--- src/rtl/bcd_counter_0_99.sv ---
// Two-digit BCD up/down counter (00..99) with saturation, optional clear-on-99
// and an automatic reload to 25 when the count drops below 05.
module bcd_counter_0_99 (
  input  logic clock,
  input  logic reset,
  input  logic inc,
  input  logic auto_repor,
  input  logic reset_no_99,
  output logic M3,
  output logic M2,
  output logic M1,
  output logic M0,
  output logic S3,
  output logic S2,
  output logic S1,
  output logic S0
);

  localparam logic [3:0] DigitMax  = 4'd9;
  localparam logic [3:0] DigitZero = 4'd0;
  localparam logic [3:0] ReloadT   = 4'd2;
  localparam logic [3:0] ReloadU   = 4'd5;

  // Decade slice, counting up: returns {carry, next_digit}; codes 10..15 go to 0.
  function automatic logic [4:0] digit_up(input logic [3:0] d);
    logic [4:0] r;
    if (d > DigitMax) begin
      r = {1'b0, DigitZero};
    end else if (d == DigitMax) begin
      r = {1'b1, DigitZero};
    end else begin
      r = {1'b0, d + 4'd1};
    end
    return r;
  endfunction

  // Decade slice, counting down: returns {borrow, next_digit}; codes 10..15 go to 0.
  function automatic logic [4:0] digit_down(input logic [3:0] d);
    logic [4:0] r;
    if (d > DigitMax) begin
      r = {1'b0, DigitZero};
    end else if (d == DigitZero) begin
      r = {1'b1, DigitMax};
    end else begin
      r = {1'b0, d - 4'd1};
    end
    return r;
  endfunction

  logic [3:0] u_q, u_d;
  logic [3:0] t_q, t_d;

  logic u9, t9, c99;
  logic t0, u0, u_lt5, below5, zero;

  always_comb begin
    u9     = (u_q == DigitMax);
    t9     = (t_q == DigitMax);
    c99    = u9 & t9;
    t0     = (t_q == DigitZero);
    u0     = (u_q == DigitZero);
    u_lt5  = (u_q < 4'd5);
    below5 = t0 & u_lt5;
    zero   = t0 & u0;
  end

  logic [4:0] u_up, t_up, u_dn, t_dn;

  always_comb begin
    u_up = digit_up(u_q);
    t_up = digit_up(t_q);
    u_dn = digit_down(u_q);
    t_dn = digit_down(t_q);
  end

  // Priority chain; the tens digit moves on the same edge as the units wrap.
  always_comb begin
    u_d = u_q;
    t_d = t_q;
    if (reset_no_99 && c99) begin
      u_d = DigitZero;
      t_d = DigitZero;
    end else if (auto_repor && below5) begin
      u_d = ReloadU;
      t_d = ReloadT;
    end else if (inc) begin
      if (!c99) begin
        u_d = u_up[3:0];
        if (u_up[4]) begin
          t_d = t_up[3:0];
        end
      end
    end else begin
      if (!zero) begin
        u_d = u_dn[3:0];
        if (u_dn[4]) begin
          t_d = t_dn[3:0];
        end
      end
    end
  end

  always_ff @(posedge clock or negedge reset) begin
    if (!reset) begin
      u_q <= DigitZero;
      t_q <= DigitZero;
    end else begin
      u_q <= u_d;
      t_q <= t_d;
    end
  end

  assign {M3, M2, M1, M0} = u_q;
  assign {S3, S2, S1, S0} = t_q;

endmodule

--- config.mk ---
export PLATFORM = sky130hd
export DESIGN_NAME = bcd_counter_0_99
export DESIGN_NICKNAME = d
export VERILOG_FILES = /design/src/rtl/bcd_counter_0_99.sv
export SDC_FILE = /design/constraint.sdc
export NUM_CORES = 1
export LEC_CHECK = 0
export ABC_AREA = 1
export BUFFER_PORTS_ARGS = -buffer_cell sky130_fd_sc_hd__buf_2
export CAP_MARGIN = 25
export CORE_MARGIN = 4
export CORE_UTILIZATION = 26
export CTS_CLUSTER_DIAMETER = 120
export DETAILED_ROUTE_END_ITERATION = 7
export GPL_TIMING_DRIVEN = 0
export PLACE_DENSITY = 0.48
export SETUP_SLACK_MARGIN = 0.3
export SLEW_MARGIN = 20
export SYNTH_ARGS = -nofsm -noshare
export SYNTH_HDL_FRONTEND = slang
export SYNTH_SLANG_ARGS = --single-unit
export TNS_END_PERCENT = 50
--- constraint.sdc ---
create_clock -name clock -period 1.2 [get_ports clock]
set_input_delay 0.18 -clock clock [delete_from_list [all_inputs] [get_ports clock]]
set_output_delay 0.18 -clock clock [all_outputs]
set_load 0.01 [all_outputs]
==> impl_metrics.ini, run 1 <==
[power_and_ir_drop]
clockPowerShare_pct = 6.6
combPwrFrac_pct = 72.7
p_leak_uw = 0.0005677
p_per_area_nw_per_um2 = 2685
ir_worst_vdd_v = 0.001151
switchingPower_uw = 1517
switching_share_pct = 49.04
p_int_uw = 1577
seqPwrFrac_pct = 20.7

[logic_synthesis]
synth.yosys.seq_area_share_pct = 27.97
synthSimpleGateAreaFrac_pct = 56.64
synth_seq_cells = 8
synth_nets = 120
synth_compound_area_share_pct = 7.517
syn_area_per_cell_sq_um = 6.223
mappedNetlistArea_sq_um = 715.7
synthTopCellsByArea = dfrtp_1 28%, nand2_1 23%, nand3_1 8.4%
yosys_warnings = 0
synth_cells = 115
muxShareOfSynthArea_pct = 0
synthAdderAreaFrac_pct = 0
synth_top_area_share_pct = 27.97
synth_top_family_by_area = simple AND/OR/NAND/NOR gates
synth_largest_area_cell = dfrtp_1
synth_xor_area_share_pct = 0
synth_cell_types = 19

[timing]
setup_ws_ns = -0.2168
finalSetupViolations = 10
period_share_pct = 118.1
max_freq_ghz = 0.7058
max-slew-margin-rel_pct = 84.30
tightest_slew_ns = 0.2346
period_needed_ns = 1.417
drv_slew = 0
hold_viol = 0
fin_skew_ns = 0.004643
rsz0062_at_grt = true

[floorplan]
die_h_um = 60.47
rows = 18
die_x_um = 60.47
core_sq_um = 2545
start_util_pct = 28.12
dieArea_sq_um = 3656
io_pins = 13

[place]
placed_cell_area_sq_um = 823.3
placed_cells = 156
numPortBuffers = 11
place.detailed.hpwl_mm = 1.396
pre_cts_ws_ns = -0.2200
gp_congestion = 0.8200

[clock_tree]
htreeDepth = 1
numCtsBuffers = 3
clkTransAtPathRegs_ns = 0.05
cts_num_sinks = 8
root_buffer = clkbuf_4
cts.path.max_buffers = 2
cts_tree = yes
insertion_delay_ns = 0.24

[critical_path]
crit_chain = buf_6, nor2_4, nand3_4, o21ai_4, nand4_4, nand2_4, nand2_2, nand2_1
slowest_delay_ns = 0.42
required_ns = 1.38
cpMaxStageDelayCell = dfrtp_2
worstPathArrival_ns = 1.60
crit_family = simple AND/OR/NAND/NOR gates
end_kind = flop
path_max_fanout = 4
cp-start-kind = flop
critical_path_class = reg2reg
crit_buf_inv = 1

[drt]
wl_mm = 2.180
drt_first_iter_violations = 29
wl_per_cell_um = 12.11
num_vias = 868
drtPass1Iterations = 5
drtAntennaViolNets = 0
vias_per_cell = 4.822
drc_errors = 0

[final_layout]
layout-drive-gt1-share_pct = 52.00
fin_cells = 180
mostFrequentLayoutCell = nand2_1
layout_common_cells = 32 x nand2_1, 16 x buf_4, 13 x nand2_2
antenna_cells = 0
final_cell_area_sq_um = 1152
fillers = 256
area_growth_pct = 61.01
nNetsFinal = 156

[grt]
grt_pass1_vias = 772
grt_remaining_overflow = 0
grt_pass1_wl_mm = 3.339
grtUsageTotal_pct = 12.06
antenna_found_initial = 0
grt_max_degree = 11

[worst_hold_path]
holdCritPathClass = in2async

[run]
cap_violations = 0

[run_status]
violations = negative setup slack
outcome = finished with violations
[registers in the layout, summed over array words and instances (netlist names)]
signal  count
t_q         4
u_q         4
[layout make-up]
type | instances | area [sq um] | area share [%]
Sequential cell | 8 | 209.0 | 18.13
Multi-Input combinational cell | 93 | 564.3 | 48.97
Tap cell | 30 | 37.54 | 3.257
Timing Repair Buffer | 31 | 254.0 | 22.04
Inverter | 13 | 53.80 | 4.669
Clock buffer | 4 | 26.28 | 2.280
Buffer | 1 | 7.507 | 0.6515
[metal layers]
metal  global-route usage [%]  up-vias  part of all wire [%]
met4                    5.263        0                   2.1
met3                    2.553        6                   4.0
met5                        0        -                     0
met2                    18.83       22                    49
met1                    16.10      397                    45
li1                         -      443                     -
[logic make-up after synthesis]
group	after synthesis
compound gates	9
buf+inv	14
flops	8
simple gates	84
[power groups by stage]
stage	Combinational, uW	Sequential, uW	Clock, uW
final	2250	641	206
after global routing	2460	656	241
after CTS	1830	633	219
after detailed placement	1360	629	0
after global placement	1380	629	0
after floorplan	994	642	0
[path summary, 6_finish.rpt]
| check | slack, ns | endpoint | from | cells after the start |
|---|---|---|---|---|
| max | -0.22 | t_q[3] | t_q[1] | 8 |
| min | 0.30 | t_q[2] | reset | 2 |
| max reg2reg | -0.22 | t_q[3] | t_q[1] | 8 |
| min reg2reg | 0.59 | t_q[0] | t_q[0] | 2 |
| max in group asynchronous | 0.72 | u_q[2] | reset | 2 |
| min in group clock | 0.30 | u_q[1] | inc | 4 |
[Yosys cell counts, drive strengths merged]
master,count
o211ai,2
o21ai,4
dfrtp,8
buf,1
nand4,5
a21oi,3
inv,13
nand2,49
nor3,1
nand3,14
nor2,15
[per-stage QoR]
stage	utilization (%)	hold WS (ns)	TNS [ns]	total power, uW
after floorplan	-	-0.1156	-0.3542	1636
after global placement	32.35	0.02897	-1.104	2006
after detailed placement	32.35	0.03111	-1.231	1990
after CTS	39.72	0.2868	-1.002	2680
after global routing	45.28	0.3037	-2.041	3356
final	45.28	0.2991	-1.439	3094
[timing repair]
item,4_1_cts,5_1_grt
pin swaps,7,13
hold endpoints to repair,8,0
resized for setup,12,22
buffers inserted,13,6
hold buffers,1,0
endpoints found under the setup margin,16,16
No activity file was read; power rests on OpenSTA's default activity.
==> run 2: changes to the inputs <==
CORE_UTILIZATION = 48   (was 26)
PLACE_DENSITY = 0.76   (was 0.48)
==> impl_metrics.ini, run 2 (synthesis results as in run 1) <==
[drt]
drtPass1Iterations = 4
wl_per_cell_um = 13.69
vias_per_cell = 5.725
drtAntennaViolNets = 0
num_vias = 916
drc_errors = 0
drt_first_iter_violations = 63
wl_mm = 2.190

[floorplan]
rows = 13
start_util_pct = 53.01
die_h_um = 46.62
core_sq_um = 1350
io_pins = 13
die_x_um = 46.62
dieArea_sq_um = 2173

[critical_path]
crit_top_cell = nand2_1
worstPathArrival_ns = 1.58
crit_chain = nor2_2, nand2_2, nand2_1, nor2_1, nor3_1, nand2_1, nand2_1
crit_buf_inv = 0
slowest_delay_ns = 0.47
required_ns = 1.37
path_max_fanout = 6
end_kind = flop
critical_path_class = reg2reg
crit_family = simple AND/OR/NAND/NOR gates
cp-start-kind = flop
cpMaxStageDelayCell = dfrtp_2

[grt]
grtUsageTotal_pct = 20.27
grt_pass1_vias = 762
grt_remaining_overflow = 0
grt_max_degree = 11
antenna_found_initial = 0
grt_pass1_wl_mm = 3.111

[timing]
finalSetupViolations = 7
period_share_pct = 117.7
fin_skew_ns = 0.007501
setup_ws_ns = -0.2124
hold_ws_ns = 0.2954
hold_viol = 0
period_needed_ns = 1.412
tightest_slew_ns = 0.2507
drv_slew = 0
rsz0062_at_grt = true
max_freq_ghz = 0.7080
max-slew-margin-rel_pct = 83.11

[clock_tree]
insertion_delay_ns = 0.24
cts_tree = yes
numCtsBuffers = 3
cts_num_sinks = 8
cts.path.max_buffers = 2
htreeDepth = 1
root_buffer = clkbuf_4
clkTransAtPathRegs_ns = 0.05

[final_layout]
area_growth_pct = 46.33
layout_common_cells = 38 x nand2_1, 11 x buf_4, 11 x nand3_1
fillers = 92
antenna_cells = 0
nNetsFinal = 151
layout-drive-gt1-share_pct = 46.21
reg_top3 = t_q: 4 flops, u_q: 4 flops
mostFrequentLayoutCell = nand2_1

[power_and_ir_drop]
total_power_uw = 2890
p_per_area_nw_per_um2 = 2759
ir_worst_vdd_v = 0.001694
p_leak_uw = 0.0005340

[worst_hold_path]
holdCritPathClass = in2async

[run_status]
violations = negative setup slack
outcome = finished with violations

[place]
gp_congestion = 0.8867
place.detailed.hpwl_mm = 1.281
numPortBuffers = 11

[run]
cap_violations = 0
-- run 2: what timing repair did --
item                                   CTS  global route
setup endpoints to repair               16            16
buffers inserted                        10             4
hold buffers                             1             0
pin swaps                                9             1
endpoints found under the hold margin    8             0
resized for setup                       13            10
-- run 2: power by group --
group | internal [uW] | switching, uW | leakage [uW]
clock network | 126 | 78.2 | 0.0000150
logic | 875 | 1160 | 0.000427
registers | 416 | 235 | 0.0000918
-- run 2: worst paths after layout --
path | depth (start not counted) | slack [ns] | from | endpoint
max | 7 | -0.21 | u_q[3] | u_q[3]
min | 2 | 0.30 | reset | t_q[0]
max reg2reg | 7 | -0.21 | u_q[3] | u_q[3]
min reg2reg | 2 | 0.57 | t_q[0] | t_q[0]
max in group asynchronous | 2 | 0.72 | reset | u_q[2]
min in group clock | 4 | 0.34 | inc | u_q[1]
-- run 2: cell type report --
type	instances	area (sq um)	share of cell area, %
Sequential cell	8	209.0	19.95
Multi-Input combinational cell	93	524.3	50.06
Inverter	13	51.30	4.898
Buffer	1	7.507	0.7168
Tap cell	15	18.77	1.792
Clock buffer	4	26.28	2.509
Timing Repair Buffer	26	210.2	20.07
-- run 2: routing by layer --
metal	vias up	GRT usage, %	share of wire [%]
li1	436	-	-
met1	416	26.78	39
met2	48	31.04	47
met3	16	1.953	8.1
met4	0	13.26	6.0
met5	-	0	0
-- run 2: through the flow --
| stage | utilization [%] | setup WS (ns) | cell area [sq um] | setup TNS, ns | instances |
|---|---|---|---|---|---|
| 3_3_place_gp | 59.59 | -0.1671 | 804.5 | -0.9205 | 141 |
| 2_1_floorplan | - | -0.06705 | 730.7 | -0.3542 | 115 |
| 6_report | 77.57 | -0.2124 | 1047 | -1.254 | 160 |
| 3_5_place_dp | 59.59 | -0.1747 | 804.5 | -0.9763 | 141 |
| 4_1_cts | 72.01 | -0.1473 | 972.2 | -0.8896 | 156 |
| 5_1_grt | 77.57 | -0.3017 | 1047 | -1.917 | 160 |
